**config.mk**
```make
export PLATFORM = sky130hd
export DESIGN_NAME = countdown_timer
export DESIGN_NICKNAME = d
export VERILOG_FILES = /design/src/rtl/countdown_timer.sv
export SDC_FILE = /design/constraint.sdc
export NUM_CORES = 1
export LEC_CHECK = 0
export BUFFER_PORTS_ARGS = -buffer_cell sky130_fd_sc_hd__buf_2
export CAP_MARGIN = 10
export CORE_ASPECT_RATIO = 1.2
export CORE_MARGIN = 1
export CORE_UTILIZATION = 59
export DETAILED_ROUTE_END_ITERATION = 8
export PLACE_DENSITY = 0.8
export SYNTH_ARGS = -nofsm -noshare
export SYNTH_HDL_FRONTEND = slang
export SYNTH_SLANG_ARGS = --single-unit
```
**constraint.sdc**
```tcl
create_clock -name clock -period 3.4 [get_ports clock]
set_input_delay 0 -clock clock [delete_from_list [all_inputs] [get_ports clock]]
set_output_delay 0 -clock clock [all_outputs]
set_load 0.02 [all_outputs]
```
**src/rtl/countdown_timer.sv**
```systemverilog
// Countdown timer: selects an interval from the parameter store, loads its seconds value and
// counts it down with a prescaler. Optional LED blink on status_blink via macro TIMER_BLINK_EN.
module countdown_timer #(
  parameter int TICK_CYCLES = 50_000_000
) (
  input  logic       clock,
  input  logic       reset,
  input  logic       start_timer,
  input  logic [1:0] interval_req,
  input  logic [3:0] value,
  output logic [1:0] interval,
  output logic       expired,
  output logic       busy,
  output logic [3:0] remaining,
  output logic       status_blink,
  output logic [1:0] state_dbg
);

  localparam int PW = (TICK_CYCLES > 1) ? $clog2(TICK_CYCLES) : 1;
  localparam logic [PW-1:0] PRE_LAST = PW'(TICK_CYCLES - 1);

  typedef enum logic [1:0] {
    IDLE  = 2'd0,
    SEL   = 2'd1,
    WAIT  = 2'd2,
    COUNT = 2'd3
  } state_t;

  state_t        state;
  state_t        state_next;
  logic [PW-1:0] prescaler;
  logic          tick;
  logic          load_sel;
  logic          load_val;
  logic          restart;
  logic          fire;
  logic          dec;

  assign state_dbg = state;
  assign tick      = (prescaler == PRE_LAST);

  // start_timer is a level with no ready: it is taken on any edge in IDLE, WAIT or COUNT
  // (never in SEL), and a take outside IDLE aborts the current run without an expired pulse.
  always_comb begin
    state_next = state;
    load_sel   = 1'b0;
    load_val   = 1'b0;
    restart    = 1'b0;
    fire       = 1'b0;
    dec        = 1'b0;
    case (state)
      IDLE: begin
        if (start_timer) begin
          load_sel   = 1'b1;
          state_next = SEL;
        end
      end
      SEL: state_next = WAIT;
      WAIT: begin
        if (start_timer) begin
          load_sel   = 1'b1;
          restart    = 1'b1;
          state_next = SEL;
        end else begin
          load_val   = 1'b1;
          state_next = COUNT;
        end
      end
      COUNT: begin
        if (start_timer) begin
          load_sel   = 1'b1;
          restart    = 1'b1;
          state_next = SEL;
        end else if (remaining == 4'd0) begin
          // only reachable when a zero value was loaded: expire without a prescaler wait
          fire       = 1'b1;
          state_next = IDLE;
        end else if (tick) begin
          if (remaining == 4'd1) begin
            fire       = 1'b1;
            state_next = IDLE;
          end else begin
            dec = 1'b1;
          end
        end
      end
      default: state_next = IDLE;
    endcase
  end

  always_ff @(posedge clock or posedge reset) begin
    if (reset) begin
      state     <= IDLE;
      interval  <= 2'd0;
      expired   <= 1'b0;
      busy      <= 1'b0;
      remaining <= 4'd0;
      prescaler <= '0;
    end else begin
      state   <= state_next;
      expired <= fire;
      if (load_sel) interval <= interval_req;
      if (load_sel)  busy <= 1'b1;
      else if (fire) busy <= 1'b0;
      if (load_val)               remaining <= value;
      else if (restart || fire)   remaining <= 4'd0;
      else if (dec)               remaining <= remaining - 4'd1;
      if (state == COUNT && state_next == COUNT) prescaler <= tick ? '0 : prescaler + 1'b1;
      else                                       prescaler <= '0;
    end
  end

`ifdef TIMER_BLINK_EN
  localparam logic [PW-1:0] PRE_HALF = PW'(TICK_CYCLES / 2 - 1);
  logic blink_q;

  // toggles twice per second while counting; cleared on leaving COUNT, including expiry
  always_ff @(posedge clock or posedge reset) begin
    if (reset) begin
      blink_q <= 1'b0;
    end else if (state == COUNT && state_next == COUNT) begin
      if (prescaler == PRE_HALF || tick) blink_q <= ~blink_q;
    end else begin
      blink_q <= 1'b0;
    end
  end

  assign status_blink = blink_q;
`else
  assign status_blink = busy;
`endif

endmodule

```
==> metrics <==
outcome complete, no violations; Die Wd 53.9 microns; Nets 233; CTS buffer count 5; period utilization 0.597; Hold Path Class primary input to flip-flop; Clk pin slew, worst setup/hold paths 0.11 ns; vias per cell 5.67; worst reg-to-reg setup slack 1.37 ns; hold buffer count at cts 7; CTS root buffer clkbuf_4; number of H-tree levels 2; Slew HR 0.660; RSZ-0062 raised after global routing false; area grow syn2layout 13.5%; max incr delay on CP 0.46 ns; mux share of post-synthesis cell area 0.0118; Core ar. 3060 sq um; setup violators final 0; 1st-iter DRT viols 20; Worst-Margin Slew 0.510 ns; post-DR wirelength/cell 14.5 microns; largest area contributor in the netlist dfrtp_1; vias in the first global route 1474; Unique masters post-synth 41; register area share after synthesis 0.472; syn avg cell area 9.98 sq um; minimum clock period 2.03 ns; Post-DRT Antenna Nets 0; Arr. time, crit path 2.31 ns; Hold Fails Final Rpt 0; met1 usage 0.285; Worst-Skew Late Latency 0.35 ns; crit end category flip-flop; commonest cells after routing, fill and taps aside nor2_1 (38), dfrtp_1 (36), xor2_1 (20), buf_2 (19), nand2_1 (17); Starting Density 0.624; largest cells by area after synthesis dfrtp_1 (47%), xor2_1 (9.2%), nor2_1 (7.5%), nand2_1 (3.3%), ha_1 (2.6%); post-synthesis adder-cell area fraction 0.0262; Max Cap Viol 0; grt peak-use layer met2; Detailed Route WL 3720 microns; TritonRoute pass-1 iters 4; CP Class flip-flop to flip-flop; Critical Path Fanout Max 25; DRC Markers 0; cells on worst reg2reg path 6; Die Span Y 64.3 microns; hpwl dp 2590 microns; main combinational cell family by area after synthesis simple AND/OR/NAND/NOR gates; Setup TNS 0 ns; fmax 493 MHz; vias 1457; Slowest cell on crit path nand3_2; IO buf count 19; Die ar. 3460 sq um; Max IR drop VDD 0.553 mV; critical path required time 3.68 ns; FF-to-FF End prescaler[5]$_DFF_PP0_; Synth Area in Simple Gates 0.270; num rows 22; P_leak 0.998 nW; worst hold path cell count 5; total grt overflow 0; synthesized instance count 191; postcts setup bufs 0; crit path cell chain ha_1 -> nand3_4 -> nor3_4 -> a21oi_1 -> nand3_2 -> nor2_1; diode count 0; worst r2r src prescaler[0]$_DFF_PP0_; Worst Hold End remaining[1]$_DFFE_PP0P_; Hold Startpoint value[1]; startpoint types flip-flop; IO Pins 20; largest net degree at the start of global routing 37; pwr dens 618 nW/um^2; Clock Path Buffers 2; post-synth net total 204; worst path buffer plus inverter count 0; hold_ws 0.0423 ns; post-synthesis xor/xnor area fraction 0.110; Crit path max-delay family simple AND/OR/NAND/NOR gates; Clock Sink Count 36; antenna violations before repair 0; PostCTS Resize Cnt 0; yosys warns 0; Tot GR Track Use 0.256; RePlAce Congestion 0.827; GR Layer Usage met2 0.427; commonest non-fill, non-tap cell in the layout nor2_1; global-route wire length before repair 6330 microns; FF+latch count, synth 36; Synth Area in Compound Gates 0.0741; share of cells above drive strength 1 0.190; met3 Resource Use GR 0.0571; synthesized area 1910 sq um; max-slew violation count 0; CTS tree built; # fillers 220; post-route clock skew 0.00669 ns; share of the synthesized area in the top cell type 0.472
==> logic make-up (layout without fill, tap and decap cells) <==
logic type | Yosys count | in the layout
compound gates | 19 | 19
xor+xnor | 24 | 24
fa+ha+maj | 4 | 4
buf+inv | 13 | 43
flops | 36 | 36
mux | 2 | 2
simple gates | 93 | 93
==> report_power, final <==
group	internal, mW	total (mW)	switching [mW]
registers	0.483	0.555	0.0715
clock network	0.154	0.306	0.152
logic	0.175	0.477	0.302
==> registers in the layout (all words and copies together), names as in the netlist <==
signal,count
busy,1
prescaler,26
interval,2
remaining,4
state_dbg,2
expired,1
==> how the worst max path moves through the flow <==
| stage | startpoint | end | slack (ns) | cells after the start |
|---|---|---|---|---|
| 3_5_place_dp | prescaler[0]$_DFF_PP0_ | prescaler[5]$_DFF_PP0_ | 1.39 | 6 |
| 2_1_floorplan | prescaler[11]$_DFF_PP0_ | remaining[2]$_DFFE_PP0P_ | 1.70 | 6 |
| 5_1_grt | prescaler[0]$_DFF_PP0_ | prescaler[5]$_DFF_PP0_ | 1.21 | 6 |
| 3_3_place_gp | prescaler[0]$_DFF_PP0_ | prescaler[5]$_DFF_PP0_ | 1.51 | 6 |
| 4_1_cts | prescaler[0]$_DFF_PP0_ | prescaler[5]$_DFF_PP0_ | 1.36 | 6 |
| 6_report | prescaler[0]$_DFF_PP0_ | prescaler[5]$_DFF_PP0_ | 1.37 | 6 |
==> metrics by stage <==
stage / utilization / std cells / setup slack, ns / power (mW) / instance area, sq um
floorplan: - / 191 / 1.70 / 0.914 / 1910
global placement: 0.660 / 242 / 1.51 / 1.01 / 2020
detailed placement: 0.660 / 242 / 1.39 / 1.03 / 2020
CTS: 0.708 / 257 / 1.36 / 1.34 / 2160
global route: 0.708 / 257 / 1.21 / 1.41 / 2160
finish: 0.708 / 257 / 1.37 / 1.34 / 2160
==> Yosys cell counts, drive strengths merged <==
cell	n
nor2	38
dfrtp	36
xor2	20
nand2	17
nand3	11
inv	8
nand4	7
o21ai	6
a21oi	4
and3	4
ha	4
xnor2	4
and4	3
buf	3
nor3	3
nor4	3
clkbuf	2
mux2	2
nand2b	2
a21o	1
a221o	1
a22oi	1
a41o	1
and2	1
and4bb	1
nor2b	1
o211a	1
o21a	1
o22ai	1
o31ai	1
o41ai	1
or2	1
or3	1
==> layer usage <==
metal / up-vias / share of wire
li1: 702 / -
met1: 703 / 0.43
met2: 41 / 0.51
met3: 11 / 0.039
met4: 0 / 0.018
met5: - / 0
==> area by class of cell <==
cell class | instances | area [sq um] | area share
Timing Repair Buffer | 27 | 173 | 0.0798
Multi-Input combinational cell | 142 | 938 | 0.434
Inverter | 8 | 30.0 | 0.0139
Clock inverter | 2 | 35.0 | 0.0162
Clock buffer | 6 | 41.3 | 0.0191
Sequential cell | 36 | 901 | 0.416
Tap cell | 36 | 45.0 | 0.0208
==> worst reg2reg max path: stages, from the launching register on <==
cell     delay (ns)
dfrtp_1        0.45
ha_1           0.31
nand3_4        0.12
nor3_4         0.07
a21oi_1        0.30
nand3_2        0.46
nor2_1         0.26
Power figures use the tool's default switching activity.
